File: src/rtl/hazard_ctrl.sv
// Hazard and stall controller for the 5-stage core: load-use / branch-in-ID
// interlocks, taken-branch IF/ID flush, data-memory freeze and perf counters.
module hazard_ctrl #(
  parameter int CNT_W = 32
) (
  input  logic             clk_i,
  input  logic             rst_i,
  input  logic             start_i,
  input  logic [4:0]       RS1Addr_ID,
  input  logic [4:0]       RS2Addr_ID,
  input  logic             UseRS1_ID,
  input  logic             UseRS2_ID,
  input  logic             Branch_ID,
  input  logic             BranchTaken_ID,
  input  logic [4:0]       RDAddr_EX,
  input  logic             RegWrite_EX,
  input  logic             MemRead_EX,
  input  logic [4:0]       RDAddr_MEM,
  input  logic             MemRead_MEM,
  input  logic             MemReq_MEM,
  input  logic             MemAck_i,
  output logic             PCWrite_o,
  output logic             IFIDWrite_o,
  output logic             IFIDFlush_o,
  output logic             IDEXBubble_o,
  output logic             Freeze_o,
  output logic [CNT_W-1:0] StallCount_o,
  output logic [CNT_W-1:0] FlushCount_o
);

  // state    | meaning
  // S_OFF    | core not running, all controls low, counters held
  // S_RUN    | normal operation, hazards resolved every cycle
  // S_MEM_WAIT | data-memory access outstanding, waiting for MemAck_i
  typedef enum logic [1:0] {
    S_OFF      = 2'd0,
    S_RUN      = 2'd1,
    S_MEM_WAIT = 2'd2
  } state_t;

  localparam logic [CNT_W-1:0] CNT_MAX = {CNT_W{1'b1}};

  state_t r_state;
  state_t w_state_nxt;

  logic w_active;
  logic w_mem_pending;
  logic w_freeze;
  logic w_match_ex;
  logic w_match_mem;
  logic w_load_use;
  logic w_br_alu;
  logic w_br_load;
  logic w_data_stall;
  logic w_stall_cycle;

  logic [CNT_W-1:0] r_stall_cnt;
  logic [CNT_W-1:0] r_flush_cnt;

  assign w_active      = (r_state != S_OFF);
  assign w_mem_pending = MemReq_MEM && !MemAck_i;
  assign w_freeze      = w_active && w_mem_pending;

  assign w_match_ex  = (RDAddr_EX != 5'd0) &&
                       ((UseRS1_ID && (RDAddr_EX == RS1Addr_ID)) ||
                        (UseRS2_ID && (RDAddr_EX == RS2Addr_ID)));
  assign w_match_mem = (RDAddr_MEM != 5'd0) &&
                       ((UseRS1_ID && (RDAddr_MEM == RS1Addr_ID)) ||
                        (UseRS2_ID && (RDAddr_MEM == RS2Addr_ID)));

  assign w_load_use   = MemRead_EX && w_match_ex;
  assign w_br_alu     = Branch_ID && RegWrite_EX && w_match_ex;
  assign w_br_load    = Branch_ID && MemRead_MEM && w_match_mem;
  assign w_data_stall = w_load_use || w_br_alu || w_br_load;

  always_ff @(posedge clk_i) begin
    if (rst_i) begin
      r_state <= S_OFF;
    end else begin
      r_state <= w_state_nxt;
    end
  end

  // start_i is deliberately not looked at in S_MEM_WAIT; a drop is seen back in S_RUN.
  always_comb begin
    w_state_nxt = r_state;
    case (r_state)
      S_OFF: begin
        if (start_i) w_state_nxt = S_RUN;
      end
      S_RUN: begin
        if (w_mem_pending) w_state_nxt = S_MEM_WAIT;
        else if (!start_i) w_state_nxt = S_OFF;
      end
      S_MEM_WAIT: begin
        if (MemAck_i) w_state_nxt = S_RUN;
      end
      default: w_state_nxt = S_OFF;
    endcase
  end

  always_comb begin
    PCWrite_o    = 1'b0;
    IFIDWrite_o  = 1'b0;
    IFIDFlush_o  = 1'b0;
    IDEXBubble_o = 1'b0;
    Freeze_o     = 1'b0;
    if (w_active) begin
      if (w_freeze) begin
        Freeze_o = 1'b1;
      end else if (w_data_stall) begin
        IDEXBubble_o = 1'b1;
      end else begin
        PCWrite_o   = 1'b1;
        IFIDWrite_o = 1'b1;
        IFIDFlush_o = BranchTaken_ID;
      end
    end
  end

  assign w_stall_cycle = w_active && !PCWrite_o;

  always_ff @(posedge clk_i) begin
    if (rst_i) begin
      r_stall_cnt <= '0;
      r_flush_cnt <= '0;
    end else begin
      if (w_stall_cycle && (r_stall_cnt != CNT_MAX)) r_stall_cnt <= r_stall_cnt + 1'b1;
      if (IFIDFlush_o && (r_flush_cnt != CNT_MAX)) r_flush_cnt <= r_flush_cnt + 1'b1;
    end
  end

  assign StallCount_o = r_stall_cnt;
  assign FlushCount_o = r_flush_cnt;

endmodule

File: config.mk
export PLATFORM = sky130hd
export DESIGN_NAME = hazard_ctrl
export DESIGN_NICKNAME = d
export VERILOG_FILES = /design/src/rtl/hazard_ctrl.sv
export SDC_FILE = /design/constraint.sdc
export NUM_CORES = 1
export LEC_CHECK = 0
export CAP_MARGIN = 30
export CORE_ASPECT_RATIO = 0.5
export CORE_MARGIN = 1.5
export CORE_UTILIZATION = 53
export DETAILED_ROUTE_END_ITERATION = 16
export GPL_TIMING_DRIVEN = 0
export HOLD_SLACK_MARGIN = 0.06
export PLACE_DENSITY = 0.9
export SLEW_MARGIN = 20
export SYNTH_ARGS = -nofsm -noshare
export SYNTH_HDL_FRONTEND = slang
export SYNTH_SLANG_ARGS = --single-unit
File: constraint.sdc
create_clock -name clk_i -period 6.7 [get_ports clk_i]
set_input_delay 0.67 -clock clk_i [delete_from_list [all_inputs] [get_ports clk_i]]
set_output_delay 0.67 -clock clk_i [all_outputs]
set_load 0.02 [all_outputs]
==> results of run 1 <==
worst max-delay path: stages:
cell and delay [ns]:
sky130_fd_sc_hd__clkdlybuf4s50_1 0.47, sky130_fd_sc_hd__or3_1 0.42, sky130_fd_sc_hd__o311a_1 0.35, sky130_fd_sc_hd__a221o_1 0.40, sky130_fd_sc_hd__buf_2 0.21, sky130_fd_sc_hd__clkbuf_1 0.23
sky130_fd_sc_hd__inv_1 0.09, sky130_fd_sc_hd__clkdlybuf4s50_1 0.59
placed cells by master (no fill, tap or decap), types with 2 or more instances in the layout:
master                            netlist  layout
sky130_fd_sc_hd__ha_1                   2       2
sky130_fd_sc_hd__nand2b_1               3       3
sky130_fd_sc_hd__and3_1                15      15
sky130_fd_sc_hd__nor3_1                10      10
sky130_fd_sc_hd__mux2_1                 2       2
sky130_fd_sc_hd__clkbuf_1              19      19
sky130_fd_sc_hd__nand3_1               27      27
sky130_fd_sc_hd__clkdlybuf4s50_1        0      99
sky130_fd_sc_hd__nor2_1                21      21
sky130_fd_sc_hd__clkbuf_16              0       9
sky130_fd_sc_hd__o21ai_0               23      23
sky130_fd_sc_hd__o22ai_1                2       2
sky130_fd_sc_hd__dfxtp_1               66      66
sky130_fd_sc_hd__o31ai_1               27      27
sky130_fd_sc_hd__nand3b_1               2       2
sky130_fd_sc_hd__buf_2                 12      12
sky130_fd_sc_hd__xnor2_1               20      20
sky130_fd_sc_hd__buf_4                  2       2
sky130_fd_sc_hd__clkinv_2               0       3
sky130_fd_sc_hd__or4_1                 29      29
sky130_fd_sc_hd__and4_1                10      10
sky130_fd_sc_hd__nor2b_1               15      15
sky130_fd_sc_hd__or3_1                 24      24
sky130_fd_sc_hd__nor4_1                 6       6
sky130_fd_sc_hd__a21oi_1               52      52
sky130_fd_sc_hd__mux2_2                12      12
sky130_fd_sc_hd__nor3b_1                4       4
sky130_fd_sc_hd__nand4_1               29      29
sky130_fd_sc_hd__nand2_1               27      27
sky130_fd_sc_hd__inv_1                  3       3
sky130_fd_sc_hd__clkbuf_8               0       2
sky130_fd_sc_hd__and2_1                 5       5
stage by stage:
| step | hold WS (ns) | utilization | worst slack [ns] |
|---|---|---|---|
| floorplan | 0.475 | - | 3.84 |
| global placement | 0.477 | 0.723 | 2.66 |
| detailed placement | 0.485 | 0.723 | 2.59 |
| CTS | 0.493 | 0.767 | 2.60 |
| global route | 0.519 | 0.767 | 2.49 |
| finish | 0.495 | 0.767 | 2.59 |
sequential cells by signal, indices dropped and copies added (netlist names):
register / count
FlushCount_o: 32
StallCount_o: 32
r_state: 2
cells by family (layout without fill, tap and decap cells):
family                   Yosys count  in the layout
XOR/XNOR                          20             20
adder cells (fa/ha/maj)            2              2
AND/OR/NAND/NOR                  231            231
flip-flops                        66             66
multiplexers                      15             15
buffers and inverters             37            152
AO/OA/AOI/OAI                    110            110
layer usage:
layer | vias to the layer above | track usage | part of all wire
met2 | 155 | 0.505 | 0.49
met5 | - | 0 | 0
met1 | 2071 | 0.385 | 0.44
met4 | 0 | 0.131 | 0.027
met3 | 39 | 0.0688 | 0.051
li1 | 2053 | - | -
layout make-up:
type / instances / share of cell area
Buffer: 34 / 0.0285
Clock buffer: 11 / 0.0480
Clock inverter: 5 / 0.00999
Inverter: 3 / 0.00214
Multi-Input combinational cell: 378 / 0.450
Sequential cell: 66 / 0.251
Tap cell: 92 / 0.0219
Timing Repair Buffer: 99 / 0.188
power by group:
group	total, uW	internal (uW)	leakage (uW)	switching, uW
Clock	482	306	0.000151	176
Combinational	92.1	39.1	0.000973	53.0
Sequential	396	394	0.000532	1.99
worst paths after layout:
kind         depth (start not counted)                     startpoint  slack (ns)                             to
max                                  8                  RDAddr_MEM[0]        2.59                    IFIDFlush_o
min                                  2  StallCount_o[27]$_SDFFE_PP0P_        0.50  StallCount_o[27]$_SDFFE_PP0P_
max reg2reg                         10   StallCount_o[0]$_SDFFE_PP0P_        3.85   StallCount_o[8]$_SDFFE_PP0P_
min reg2reg                          2  StallCount_o[27]$_SDFFE_PP0P_        0.50  StallCount_o[27]$_SDFFE_PP0P_
==> results.txt, run 1 <==
The run finished with clean final reports. The clock insertion delay at the later pin of the skew report is approximately 0.34 ns. The chip width came out at 124 um. The aggregate global routing overflow came out at 0. The final layout contains routed wiring with a total length of around 12 mm. The post-synthesis compound-gate area fraction came out at 0.167. The detail-routed via count per cell is ~6.3. The initial antenna violation count came to 0. The portion of the post-synthesis area used by sequential elements came out at 0.343. The total via count after detailed routing is approximately 4,300.

The total die area came out at 0.00782 mm^2. The worst-path maximum fanout came out at 10. The worst clock skew is roughly 0.0076 ns. The worst setup path is launched from an input port. Yosys mapped a number of flops with a built-in enable equal to 0. The number of pins exceeding their max-slew limit in the final report came out at 0. The post-CTS setup buffer count is 0.

The violation count after the first detailed-route iteration is around 360. The worst hold path belongs to the class reg2reg. The sum of net half-perimeters after detailed placement came out at 7.97 mm. The count of nets left with antenna violations once routing finished came out at 0. Power spread over the standard cell area amounts to around 180 mW/mm^2.

The CTS buffer count came out at 9. The synthesized netlist cell count came out at roughly 480. CTS built an H-tree with a depth of 3. The number of nets in the layout is 625. The top achievable clock speed came out at roughly 240 MHz.

The overall power came out at ~970 uW. STA classifies the critical path endpoint as a primary output. The share of synthesized area in the top cell type comes to 0.343.

The worst-case IR drop observed on VDD is around 130 uV. The total routing usage reported by global routing is 0.306. The adder and majority gate portion of the synthesized area is 0.00650. In this run, distinct cell masters in the synthesized netlist total 40.

The commonest register cell after synthesis is sky130_fd_sc_hd__dfxtp_1. The worst-case headroom to the max-slew limit is 0.454. The area of the multi-input gates came out at 0.00237 mm^2.

Counting instances in the post-synthesis netlist gives the leading cell types as sky130_fd_sc_hd__dfxtp_1 (66), sky130_fd_sc_hd__a21oi_1 (52), sky130_fd_sc_hd__nand4_1 (29), sky130_fd_sc_hd__or4_1 (29). At the pin with the least slew margin, the transition time is 0.811 ns. The number of failing hold endpoints at the final stage is 0. The placer congestion estimate came out at 0.902.

The placed standard-cell area is 0.00496 mm^2. The number of buffer cells added on primary ports came out at 99. The post-route fraction of the period consumed by the critical path came out at 0.613.

TritonCTS built the clock tree. The total of flip-flops plus latches after synthesis is 66. Measured against the total synthesized area, the mux share comes to 0.0435. From synthesis to final layout, the design area changed by 36.7%. The placeable core area came out at slightly below 0.007 mm^2.

The cell at the root of the clock tree is sky130_fd_sc_hd__clkbuf_16. By area, the combinational part of the netlist is dominated by simple AND/OR/NAND/NOR gates. Excluding fillers, the count of instances in the completed layout stands at just under 700.

The number of remaining DRC errors came out at 0. Summed over all failing endpoints, the final setup total negative slack is 0 ns. In the final layout, flip-flops and latches occupy roughly 0.0013 mm^2. The total standard cell area after synthesis is 0.00385 mm^2.

For this design, the sink count on the clock tree is 66. The minimum clock period came out at between 4 and 5 ns. Setup repair after global routing left no endpoint under its margin. The fraction of layout cells with a size suffix above 1 is 0.0755. The number of global-route vias before repair came out at a little under 4,000. The number of gates given a new drive strength after cts is 0. In this run the count of I/O pins placed on the die edge is roughly 100. The number of fill cells is roughly 490. The first-pass detailed-route iteration total is 5.

The row count is 21. The number of hold-repair buffers added at the cts stage is 0. The overall die height is ~63 um.

The tool flagged a number of max-cap violations equal to 0. The maximum number of buffers from clock root to sink is 2. Data on the critical path is required at its endpoint by 6.03 ns. The global-route wire length before repair came out at about 19 mm. For this design the static power due to leakage is about 0.0017 uW.

The number of antenna repair diodes came out at 0. The starting density of the core is 0.561. The synthesized area divided by synthesized cell count is 8.00 um^2. In the final routed layout, each cell accounts on average for between 15 and 20 um. The Yosys warning count is 0. After routing the design area is about 0.0053 mm^2. The simple-gate area share of the yosys netlist came out at 0.352. The async set or reset register ratio after synthesis is 0. The area share of xor/xnor cells in the synthesized design came out at 0.0455. The setup path with the least slack is of type in2out. The largest net degree at the start of global routing came out at 12. The post-placement cell count is between 600 and 700. The biggest area consumer among synthesized cells is sky130_fd_sc_hd__dfxtp_1. By area the synthesized netlist is led by sky130_fd_sc_hd__dfxtp_1 (34%), sky130_fd_sc_hd__a21oi_1 (6.8%), sky130_fd_sc_hd__or4_1 (5.7%). Counting every net in the synthesized netlist gives slightly above 500. Setup violations remaining at the end of the flow were counted as 0. The worst path arrival time came out at approximately 3.4 ns. After clock tree synthesis, the clock-pin slew on the worst setup and hold paths is ~0.05 ns.

sky130_fd_sc_hd__dfxtp_1 is the most common cell in the netlist.
Note: power is estimated with default switching activity, not from simulation.
==> run 2: changes to the inputs <==
- CORE_UTILIZATION: 53 -> 49
- PLACE_DENSITY: 0.9 -> 0.84
- clock period: 6.7 -> 3.8 ns (I/O delays scaled with it)
==> run 2 against run 1 <==
Routed wire length down 0.69%. Global-route usage down 2.3 points. First-iteration DRC count up 2.8%. Largest cell class unchanged. Highest routed layer unchanged.
==> results.txt, run 2 (synthesis gave the netlist of run 1 again) <==
The sum of net half-perimeters after detailed placement came out at about 8.2 mm. The congestion estimate from routability-driven global placement came to 0.871. The CTS buffer count came out at 9. The worst endpoint required time is around 3.4 ns. The area growth from synthesis to final layout came out at 36.1%. For this block, the via count after detailed routing is roughly 4,300. In the global route stage, overall resource usage came out at 0.283.

The class of the worst hold path is reg2reg. The later pin in the worst-skew pair is clocked with a latency of ~0.34 ns. The worst-case headroom to the max-slew limit came out at 0.451. The worst path arrival time came out at roughly 3.2 ns. The number of hold-repair buffers added at the cts stage is 0. The starting density of the core is 0.516. CTS saw 66 sinks. The largest net degree at the start of global routing came out at 11. For this run, the post-layout net count is around 630.

The row count is 22. Setup repair after global routing left no endpoint under its margin. For this run, design rule violations remaining after detail routing come to 0. The library cells used most frequently in the layout, excluding fill and tap cells, are sky130_fd_sc_hd__clkdlybuf4s50_1 (99), sky130_fd_sc_hd__dfxtp_1 (66), sky130_fd_sc_hd__a21oi_1 (52), sky130_fd_sc_hd__nand4_1 (29), sky130_fd_sc_hd__or4_1 (29). The first global-routing pass estimated between 15 and 20 mm of wire. After clock tree synthesis, the clock-pin slew on the worst setup and hold paths is roughly 0.05 ns.

The maximum VDD drop is 223 uV. The initial antenna violation count came out at 0. CTS placed an instance of sky130_fd_sc_hd__clkbuf_16 at the clock tree root.

The number of gates given a new drive strength after cts came out at 0. The post-route fraction of the period consumed by the critical path came out at 0.934. The worst setup path is of the in2out kind. For this run the aggregate overflow at the end of global routing stands at 0. The reported max-cap violation count came out at 0. The detail route stage leaves a number of antenna-violating nets equal to 0. Along the worst path, the maximum fanout reaches 10.

The smallest clock period supported by the final layout is computed as 3.55 ns. The chip width came out at 128 um. The overall die height is about 66 um. Summed over all failing endpoints, the final setup total negative slack is 0 ns.

The first-pass detailed-route iteration total came out at 5. Dividing the detail-routed via count by the number of cells gives around 6.2. The violation count after the first detailed-route iteration came out at around 370.

The final hold slack is between 0.4 and 0.5 ns. The setup violation total in the final timing report is 0. Timing analysis after detailed placement gives a worst setup slack of ~0.27 ns. The fraction of layout cells with a size suffix above 1 came out at 0.0705.

The H-tree depth reported by CTS came out at 3. The number of pins exceeding their max-slew limit in the final report came out at 0. The number of failing hold endpoints at the final stage is 0. The number of buffer cells added on primary ports came out at 99. The met3 track demand over resource in global routing is 0.0774. The library cell used most frequently in the layout, excluding fill and tap cells, is sky130_fd_sc_hd__clkdlybuf4s50_1. The most heavily used metal layer in global routing is met2. The actual transition at the worst max-transition pin is between 0.8 and 0.9 ns. The top achievable clock speed came out at 282 MHz. The mean routed wirelength per cell is ~16 um. The worst clock skew is about 0.0055 ns.

The met2 track demand over resource in global routing is 0.483. The wire length reported by the detailed router is ~12 mm. The worst setup path is launched from an input port. The floorplan step defined a core boundary enclosing approximately 0.0075 mm^2. For this design the ratio of total power to cell area is between 300 and 400 mW/mm^2. The kind of end point of the critical path is a primary output. The post-CTS setup buffer count came out at 0.

The number of antenna repair diodes is 0. TritonCTS built the clock tree. The number of I/O pins came out at between 100 and 150. The maximum number of buffers from clock root to sink came out at 2.

The total die area is 0.00843 mm^2. The overall power is around 1600 uW. The number of global-route vias before repair is between 4,000 and 5,000. The minimum setup slack in the final design came out at 0.250 ns.

For this design the static power due to leakage is 0.00164 uW. For this run, global-route usage on met1 was measured as 0.343. The run finished with clean final reports.
## run 2: cell types whose count changed in the layout (fill, tap and decap cells not counted), sizes merged
| cell | delta |
|---|---|
| bufinv | -1 |
| clkbuf | +2 |
| clkinvlp | -1 |
## run 2: worst paths after layout
kind              slack, ns                           from  depth (start not counted)                       endpoint
setup reg to reg       1.02   StallCount_o[0]$_SDFFE_PP0P_                         10  StallCount_o[20]$_SDFFE_PP0P_
hold reg to reg        0.49  StallCount_o[27]$_SDFFE_PP0P_                          2  StallCount_o[27]$_SDFFE_PP0P_
setup / recovery       0.25                  RDAddr_MEM[0]                          8                    IFIDFlush_o
hold / removal         0.49  StallCount_o[27]$_SDFFE_PP0P_                          2  StallCount_o[27]$_SDFFE_PP0P_
## run 2: layout make-up
cell class / instances / area (um^2)
multi-input cells: 378 / 2370
fillers: 604 / 2220
flip-flops and latches: 66 / 1320
repair buffers: 99 / 991
clock buffers: 13 / 250
plain buffers: 34 / 150
well taps: 108 / 135
clock inverters: 3 / 15.0
inverters: 3 / 11.3
## run 2: layer usage
metal  wire [um]  part of all wire
met1        5070              0.44
met2        5600              0.48
met3         781             0.067
met4         155             0.013
met5           0                 0
## run 2: where the power goes
part           switching (uW)  internal, uW  total, uW
Sequential               3.53           695        698
Clock                     303           456        760
Combinational            93.4          68.9        162
## run 2: metrics by stage
stage	instance area [um^2]	std cells	util
finish	5240	704	0.703
global route	5240	704	0.703
CTS	5240	704	0.703
detailed placement	4980	688	0.667
global placement	4980	688	0.667
floorplan	3850	481	-
## run 2: critical path: stages
cell and delay, ns:
sky130_fd_sc_hd__clkdlybuf4s50_1 0.47, sky130_fd_sc_hd__or3_1 0.40, sky130_fd_sc_hd__o311a_1 0.35, sky130_fd_sc_hd__a221o_1 0.41, sky130_fd_sc_hd__buf_2 0.22, sky130_fd_sc_hd__clkbuf_1 0.24, sky130_fd_sc_hd__inv_1 0.10, sky130_fd_sc_hd__clkdlybuf4s50_1 0.60
